**config.mk**
```make
export PLATFORM = sky130hd
export DESIGN_NAME = ps2_host_tx
export DESIGN_NICKNAME = d
export VERILOG_FILES = /design/src/rtl/ps2_host_tx.sv
export SDC_FILE = /design/constraint.sdc
export NUM_CORES = 1
export LEC_CHECK = 0
export ABC_AREA = 1
export CORE_MARGIN = 10
export CORE_UTILIZATION = 45
export CTS_CLUSTER_SIZE = 8
export DETAILED_ROUTE_END_ITERATION = 7
export HOLD_SLACK_MARGIN = 0.05
export MAX_ROUTING_LAYER = met4
export PLACE_DENSITY = 0.64
export SLEW_MARGIN = 10
export SYNTH_ARGS = -nofsm -noshare
export SYNTH_HDL_FRONTEND = slang
export SYNTH_SLANG_ARGS = --single-unit
```
**constraint.sdc**
```tcl
create_clock -name clk28 -period 2 [get_ports clk28]
set_input_delay 0.6 -clock clk28 [delete_from_list [all_inputs] [get_ports clk28]]
set_output_delay 0.6 -clock clk28 [all_outputs]
set_load 0.02 [all_outputs]
```
**src/rtl/ps2_host_tx.sv**
```systemverilog
// PS/2 host-to-device transmitter: request-to-send, LSB-first shifting on
// device clock falls, odd parity, stop bit and ACK check.
// Optional feature macro: PS2_TX_TIMEOUT_EN (15 ms first-edge / 2 ms frame timeout).
module ps2_host_tx #(
   parameter int unsigned CLK_FREQ   = 28_000_000,
   parameter int unsigned INHIBIT_US = 120,
   parameter int unsigned FILTER_LEN = 8
) (
   input  logic       clk28,
   input  logic       rst,
   input  logic       ps2_clk_in,
   input  logic       ps2_dat_in,
   output logic       ps2_clk_oe,
   output logic       ps2_dat_oe,
   input  logic [7:0] tx_data,
   input  logic       tx_valid,
   output logic       tx_ready,
   output logic       busy,
   output logic       tx_done,
   output logic       tx_error
);

   // 64-bit intermediate: CLK_FREQ * INHIBIT_US can exceed 32 bits
   localparam longint unsigned InhCycL =
      (64'(CLK_FREQ) * 64'(INHIBIT_US)) / 64'd1_000_000;
   localparam int unsigned InhCyc = 32'(InhCycL);
   localparam int unsigned InhW   = (InhCyc > 2) ? $clog2(InhCyc) : 2;
   localparam int unsigned FiltW  = $clog2(FILTER_LEN + 1);

   typedef enum logic [2:0] {StIdle, StInhibit, StSend, StAck, StWaitIdle} state_e;

   // Index 0 = clock pin, index 1 = data pin
   logic [1:0]       clk_sync_q;
   logic [1:0]       dat_sync_q;
   logic [1:0]       raw_s;
   logic [1:0]       filt_q;
   logic [FiltW-1:0] fcnt_q [2];
   logic             clk_fall_q;

   state_e           state_q;
   logic [10:0]      shift_q;
   logic [3:0]       bitcnt_q;
   logic [InhW-1:0]  inh_q;
   logic             err_q;
   logic             clk_oe_q;
   logic             dat_oe_q;
   logic             ready_q;
   logic             busy_q;
   logic             done_q;
   logic             error_q;

   // Two-stage synchronizers; idle line level is high
   always_ff @(posedge clk28) begin
      if (rst) begin
         clk_sync_q <= 2'b11;
         dat_sync_q <= 2'b11;
      end else begin
         clk_sync_q <= {clk_sync_q[0], ps2_clk_in};
         dat_sync_q <= {dat_sync_q[0], ps2_dat_in};
      end
   end

   assign raw_s = {dat_sync_q[1], clk_sync_q[1]};

   // Glitch filter: accept a new level after FILTER_LEN consecutive samples
   always_ff @(posedge clk28) begin
      if (rst) begin
         filt_q     <= 2'b11;
         fcnt_q[0]  <= '0;
         fcnt_q[1]  <= '0;
         clk_fall_q <= 1'b0;
      end else begin
         clk_fall_q <= 1'b0;
         for (int i = 0; i < 2; i++) begin
            if (raw_s[i] == filt_q[i]) begin
               fcnt_q[i] <= '0;
            end else if (fcnt_q[i] == FiltW'(FILTER_LEN - 1)) begin
               fcnt_q[i] <= '0;
               filt_q[i] <= raw_s[i];
               if (i == 0 && !raw_s[i]) clk_fall_q <= 1'b1;
            end else begin
               fcnt_q[i] <= fcnt_q[i] + FiltW'(1);
            end
         end
      end
   end

`ifdef PS2_TX_TIMEOUT_EN
   localparam int unsigned ToFirst = 32'((64'(CLK_FREQ) * 64'd15) / 64'd1000);
   localparam int unsigned ToAck   = 32'((64'(CLK_FREQ) * 64'd2) / 64'd1000);

   logic [18:0] to_q;
   logic        to_exp;

   // Timeout counter: runs from end of inhibit, restarts at the first device clock fall
   always_ff @(posedge clk28) begin
      if (rst || state_q == StIdle || state_q == StInhibit) begin
         to_q <= '0;
      end else if (state_q == StSend && bitcnt_q == 4'd0 && clk_fall_q) begin
         to_q <= '0;
      end else begin
         to_q <= to_q + 19'd1;
      end
   end

   // Expiry limit depends on whether the device has started clocking yet
   always_comb begin
      to_exp = 1'b0;
      if (state_q == StSend && bitcnt_q == 4'd0) begin
         to_exp = (to_q == 19'(ToFirst - 1));
      end else if (state_q == StSend || state_q == StAck || state_q == StWaitIdle) begin
         to_exp = (to_q == 19'(ToAck - 1));
      end
   end
`endif

   // Transmit FSM with registered outputs
   always_ff @(posedge clk28) begin
      if (rst) begin
         state_q  <= StIdle;
         shift_q  <= '0;
         bitcnt_q <= '0;
         inh_q    <= '0;
         err_q    <= 1'b0;
         clk_oe_q <= 1'b0;
         dat_oe_q <= 1'b0;
         ready_q  <= 1'b1;
         busy_q   <= 1'b0;
         done_q   <= 1'b0;
         error_q  <= 1'b0;
      end else begin
         done_q  <= 1'b0;
         error_q <= 1'b0;
         unique case (state_q)
            StIdle: begin
               ready_q  <= 1'b1;
               busy_q   <= 1'b0;
               clk_oe_q <= 1'b0;
               dat_oe_q <= 1'b0;
               if (tx_valid && ready_q) begin
                  // Bit 10 is never presented; stop, parity and data sit below it
                  shift_q  <= {2'b01, ~^tx_data, tx_data};
                  bitcnt_q <= '0;
                  inh_q    <= '0;
                  err_q    <= 1'b0;
                  clk_oe_q <= 1'b1;
                  ready_q  <= 1'b0;
                  busy_q   <= 1'b1;
                  state_q  <= StInhibit;
               end
            end
            StInhibit: begin
               // Pull data low one cycle before releasing clock: that is the start bit
               if (inh_q == InhW'(InhCyc - 2)) dat_oe_q <= 1'b1;
               if (inh_q == InhW'(InhCyc - 1)) begin
                  clk_oe_q <= 1'b0;
                  dat_oe_q <= 1'b1;
                  state_q  <= StSend;
               end else begin
                  inh_q <= inh_q + InhW'(1);
               end
            end
            StSend: begin
               if (clk_fall_q) begin
                  dat_oe_q <= ~shift_q[0];
                  shift_q  <= {1'b1, shift_q[10:1]};
                  bitcnt_q <= bitcnt_q + 4'd1;
                  if (bitcnt_q == 4'd9) state_q <= StAck;
               end
            end
            StAck: begin
               clk_oe_q <= 1'b0;
               dat_oe_q <= 1'b0;
               if (clk_fall_q) begin
                  state_q <= StWaitIdle;
                  if (filt_q[1]) begin
                     err_q   <= 1'b1;
                     error_q <= 1'b1;
                  end
               end
            end
            StWaitIdle: begin
               if (filt_q == 2'b11) begin
                  done_q  <= ~err_q;
                  state_q <= StIdle;
               end
            end
            default: state_q <= StIdle;
         endcase
`ifdef PS2_TX_TIMEOUT_EN
         if (to_exp) begin
            clk_oe_q <= 1'b0;
            dat_oe_q <= 1'b0;
            done_q   <= 1'b0;
            error_q  <= 1'b1;
            state_q  <= StIdle;
         end
`endif
      end
   end

   assign ps2_clk_oe = clk_oe_q;
   assign ps2_dat_oe = dat_oe_q;
   assign tx_ready   = ready_q;
   assign busy       = busy_q;
   assign tx_done    = done_q;
   assign tx_error   = error_q;

endmodule

```
# ---- Word level (Yosys, flattened, before mapping)
# Memories as Yosys holds them, arrays and structs flattened.
# Index checks and enable logic that the tools add are counted.
dict set report totals {
  input_bits 13
  register_bits 44
  mem_bits_ro 0
  mem_count 1
  output_inout_bits 6
  mem_bits_rw 8
  latch_bits 0
}
# name depth width rd rd_clocked_by_memory_dff wr line
set mem_list {}
lappend mem_list {fcnt_q 2 4 2 0 2 37} ;# logic [FiltW-1:0] fcnt_q [2];
dict set report op_classes {
  addsub 4
  n_shift 0
  bitwise_logic 15
  eq_ne 21
  muxes 60
  order_cmp 0
  n_div 0
  n_reduce_logical 20
  mul 0
}
# op count
set ops {}
lappend ops {{$mux W1} 35}
lappend ops {{$mux W4} 8}
lappend ops {{$eq A12 B12 Y1 const B} 2}
lappend ops {{$mux W12} 2}
lappend ops {{$pmux W12 S2} 1}
lappend ops {{$mux W11} 2}
lappend ops {{$pmux W11 S2} 1}
lappend ops {{$mux W3} 6}
lappend ops {{$ne A2 B2 Y1 const B} 8}
lappend ops {{$pmux W3 S5} 1}
lappend ops {{$add A12 B1 Y12 const B} 1}
lappend ops {{$add A4 B1 Y4 const B} 3}
lappend ops {{$not A1 Y1} 9}
lappend ops {{$reduce_and A3 Y1} 3}
lappend ops {{$reduce_or A3 Y1} 3}
lappend ops {{$eq A4 B3 Y1 const B} 2}
lappend ops {{$pmux W4 S2} 1}
lappend ops {{$reduce_xnor A8 Y1} 1}
lappend ops {{$eq A3 B2 Y1 const B} 2}
lappend ops {{$or A1 B1 Y1} 6}
lappend ops {{$pmux W1 S3} 2}
lappend ops {{$reduce_and A2 Y1} 3}
lappend ops {{$reduce_and A6 Y1} 1}
lappend ops {{$reduce_bool A2 Y1} 3}
lappend ops {{other kinds (12)} 14}

# ---- Logic depth before layout (Yosys ltp)
# Gate-level depths: netlist of the first run.
dict set report logic_depth {
  depth_word 7
  depth_mapped 12
}

# ---- Worst setup path after synthesis of the first run
# Ideal clock, no wire load.
dict set report synth_path {
  path_type {reg-to-reg}
  start {register inh_q[0]}
  end {register state_q[1]}
  arrival_time_ps 1244
  slack_ps 629
  stages_incl_launch_ff 10
  period_less_slack_ps 1371
  path_cell_list {dfxtp_1 > ha_1 > nand2_2 > nor2_1 > nand3_1 > nand2_1 > buf_4 > nand3_1 > nand2_1 > nor2_1}
}
dict set report synth_via {
  elab_chain_len 3
}
# item line
set synth_rtl {}
lappend synth_rtl {{start: declaration} 43} ;# logic [InhW-1:0] inh_q;
lappend synth_rtl {{start signal: assignment} 160} ;# inh_q <= inh_q + InhW'(1);
lappend synth_rtl {{$eq A12 B12 Y1} 155} ;# if (inh_q == InhW'(InhCyc - 1)) begin
lappend synth_rtl {{$ne A2 B2 Y1 (no line)} --}
lappend synth_rtl {{$reduce_and A6 Y1 (no line)} --}
lappend synth_rtl {{end signal: assignment} 149} ;# state_q <= StInhibit;
lappend synth_rtl {{end signal: assignment} 158} ;# state_q <= StSend;
lappend synth_rtl {{end signal: assignment} 168} ;# if (bitcnt_q == 4'd9) state_q <= StAck;
lappend synth_rtl {{end: declaration} 40} ;# state_e state_q;
# No other way between the ends.
# A chain may end at the register's enable or synchronous reset.

# ---- Final worst setup path of the first run
dict set report layout_path {
  start {register ready_q (netlist: tx_ready)}
  end {output tx_ready}
}
# item line
set layout_lines {}
lappend layout_lines {{start: declaration} 47} ;# logic ready_q;
lappend layout_lines {{start signal: assignment} 127} ;# ready_q <= 1'b1;
lappend layout_lines {{start signal: assignment} 136} ;# ready_q <= 1'b1;
lappend layout_lines {{start signal: assignment} 147} ;# ready_q <= 1'b0;
lappend layout_lines {{end: declaration} 17} ;# output logic tx_ready,
# No word-level cell between the ends.

==> flow_metrics.env, run 1 <==
export IMPL_max_freq_ghz=0.523
export IMPL_critPathMaxFanout=4
export IMPL_ys_seq_area_frac=0.412
export IMPL_post_cts_buffers=0
export IMPL_fp_row_count=28
export IMPL_worstSetupStartpointType="flip-flop"
export IMPL_met3_length_um=130
export IMPL_mostFrequentLayoutCells="nand2_1, inv_1, dfxtp_1, nor2_1, nand3_1"
export IMPL_cp_arrival_ps=1310
export IMPL_layout_commonest_cell="nand2_1"
export IMPL_max_stage_delay_ps=620
export IMPL_post_dp_cell_area_um2=3020
export IMPL_clk_latency_ps=310
export IMPL_met2WireLength_um=2600
export IMPL_clk_root_buffer_cell="clkbuf_8"
export IMPL_power_w=0.00320
export IMPL_syn_instance_count=398
export IMPL_timing_critical_path_buf_inv=1
export IMPL_drc=0
export IMPL_grt_util_all_layers=0.120
export IMPL_postLayoutCellArea_um2=3160
export IMPL_end_kind="output pin"
export IMPL_grt_max_degree=24
export IMPL_seqCellArea_um2=1120
export IMPL_area_growth_pct=16.0
export IMPL_io_pins=19
export IMPL_layout_cells_non_filler=502
export IMPL_worstHoldPathType="reg -> reg"
export IMPL_crit_type="reg -> out"
export IMPL_p_per_area_nw_per_um2=1010
export IMPL_report_final_slew_viol_count=0
export IMPL_status="finished, final reports clean"
export IMPL_cts_htree_levels=2
export IMPL_finalClockSkew_ps=8.88
export IMPL_cp_top_family="buffers and inverters"
export IMPL_numCtsBuffers=5
export IMPL_grt_remaining_overflow=0
export IMPL_synth_warnings=0
export IMPL_wire_per_inst_um=11.0
export IMPL_die_area_um2=9560
export IMPL_cts_tree="built"
export IMPL_die_width_um=97.8
export IMPL_synthesis_area_um2=2720
export IMPL_worst_path_max_delay_cell="clkdlybuf4s50_1"
export IMPL_drt_met1_wl_um=2730
export IMPL_finalNetCount=446
export IMPL_cp_cell_sequence="clkdlybuf4s50_1"
export IMPL_cts_resized_gates=0
export IMPL_cts_hold_buf=0
export IMPL_dieHeight_um=97.8
export IMPL_dr_max_layer_used="met4"
export IMPL_drt_iter0_markers=89
export IMPL_antenna_found_initial=0
export IMPL_hpwl_um=4140
export IMPL_grt_pass1_wl_um=9670
export IMPL_numPortBuffers=18
export IMPL_worst_pin_slew_ps=515
export IMPL_num_vias=2423
export IMPL_fin_crit_sh=0.957
export IMPL_numClockSinks=52
export IMPL_ant_nets=0
export IMPL_leakage_nw=1.39
export IMPL_required_ps=1400
export IMPL_fill_cells=587
export IMPL_vias_per_cell=4.83
export IMPL_placedCellCount=495
export IMPL_multi_input_area_um2=1390
export IMPL_cap_violations=0
export IMPL_final_util=0.536
export IMPL_core_area_um2=5890
export IMPL_avgSynthCellArea_um2=6.84
export IMPL_start_util=0.462
export IMPL_grt_pass1_vias=2287
export IMPL_setup_violations=0
export IMPL_path_clk_slew_ps=100
export IMPL_ys_ff_latch=52
export IMPL_cts_buffer_depth=2
export IMPL_gp_congestion=0.826
export IMPL_hold_viol_final=0
export IMPL_first_pass_iters=4
export IMPL_rsz0062_at_grt="no"
export IMPL_irDropWorstVdd_v=0.000476
export IMPL_timing_final_crit_period_ps=1910
export IMPL_yosysUniqueCellTypes=30
export IMPL_diodes=0
export IMPL_fin_tns_setup_ps=0
export IMPL_slew_headroom=0.655
export IMPL_drive_above_1_share=0.0796
export IMPL_routed_wl_um=5540
-- per-layer routing --
metal | vias to the layer above | GRT usage
met5 | - | -
met4 | 0 | 0.0369
met3 | 5 | 0.0310
met2 | 19 | 0.197
met1 | 1082 | 0.140
li1 | 1317 | -
-- cells by family after synthesis --
group	count (synthesis)	synth area share
other	1	0.00138
AO/OA/AOI/OAI	58	0.111
AND/OR/NAND/NOR	216	0.343
XOR/XNOR	4	0.0129
flip-flops	52	0.412
buffers and inverters	61	0.0915
adder cells (fa/ha/maj)	6	0.0276
-- synthesized netlist by cell type --
| library cell | count | share of area |
|---|---|---|
| nand2_2 | 3 | 0.0069 |
| edfxtp_1 | 8 | 0.088 |
| inv_1 | 47 | 0.065 |
| buf_4 | 4 | 0.011 |
| inv_2 | 3 | 0.0041 |
| buf_2 | 4 | 0.0074 |
| nor2_2 | 1 | 0.0023 |
| o21ai_1 | 7 | 0.013 |
| nand2_1 | 112 | 0.15 |
| o21ai_0 | 18 | 0.033 |
| dfxtp_1 | 44 | 0.32 |
| or2_2 | 7 | 0.016 |
| clkbuf_1 | 3 | 0.0041 |
| nor3b_1 | 2 | 0.0055 |
| nor2_4 | 2 | 0.0083 |
| nor3_1 | 1 | 0.0018 |
| o21ai_2 | 1 | 0.0032 |
| nand4_1 | 6 | 0.014 |
| nand3_1 | 36 | 0.066 |
| ha_1 | 6 | 0.028 |
| a21oi_1 | 29 | 0.053 |
| o21bai_1 | 1 | 0.0028 |
| o211ai_1 | 1 | 0.0028 |
| a21oi_2 | 1 | 0.0032 |
| conb_1 | 1 | 0.0014 |
| or2_1 | 1 | 0.0023 |
| nor4_1 | 1 | 0.0023 |
| nand2_4 | 1 | 0.0041 |
| nor2_1 | 43 | 0.059 |
| xor2_1 | 4 | 0.013 |
-- area by class of cell --
cell class,instances,share of cell area
multi-input cells,292,0.439
flip-flops and latches,52,0.355
repair buffers,26,0.0761
inverters,50,0.0595
well taps,75,0.0297
clock buffers,5,0.0218
clock inverters,2,0.0190
-- power by group --
group          switching, W  internal [W]
Combinational      0.000679      0.000381
Clock              0.000346      0.000493
Sequential        0.0000894       0.00121
Total               0.00111       0.00208
-- worst paths after layout --
kind / slack (ps) / cells after the start / endpoint / startpoint
worst min-delay path: 420 / 1 / clk_sync_q[1]$_SDFF_PP1_ / clk_sync_q[0]$_SDFF_PP1_
worst max-delay path: 90 / 1 / tx_ready / tx_ready$_SDFFE_PP1P_
worst min register to register: 420 / 1 / clk_sync_q[1]$_SDFF_PP1_ / clk_sync_q[0]$_SDFF_PP1_
worst max register to register: 410 / 9 / inh_q[0]$_SDFFE_PP0P_ / inh_q[1]$_SDFFE_PP0P_
-- flip-flops by register name (all words and copies together), names as in the netlist, 2 cells and up --
signal / flops
clk_sync_q: 2
bitcnt_q: 4
filt_q: 2
state_q: 3
inh_q: 12
shift_q: 11
fcnt_q: 8
dat_sync_q: 2
-- metrics by stage --
| step | setup slack (ps) | hold WS, ps |
|---|---|---|
| 2_1_floorplan | 629 | 389 |
| 3_3_place_gp | -146 | 392 |
| 3_5_place_dp | -180 | 400 |
| 4_1_cts | 64.6 | 423 |
| 5_1_grt | 12.4 | 431 |
| 6_report | 86.4 | 419 |
-- worst reg2reg max path: cells and delay by family, from the launching register on --
family        cells  cell delay [ps]
fa+ha+maj         1              210
flops             1              430
simple gates      8              900
Power figures use the tool's default switching activity.
==> run 2, diff against run 1 <==
- GPL_TIMING_DRIVEN: unset -> 1
==> results of run 2 <==
No change in the layout: final DEF, timing and power equal those of run 1.
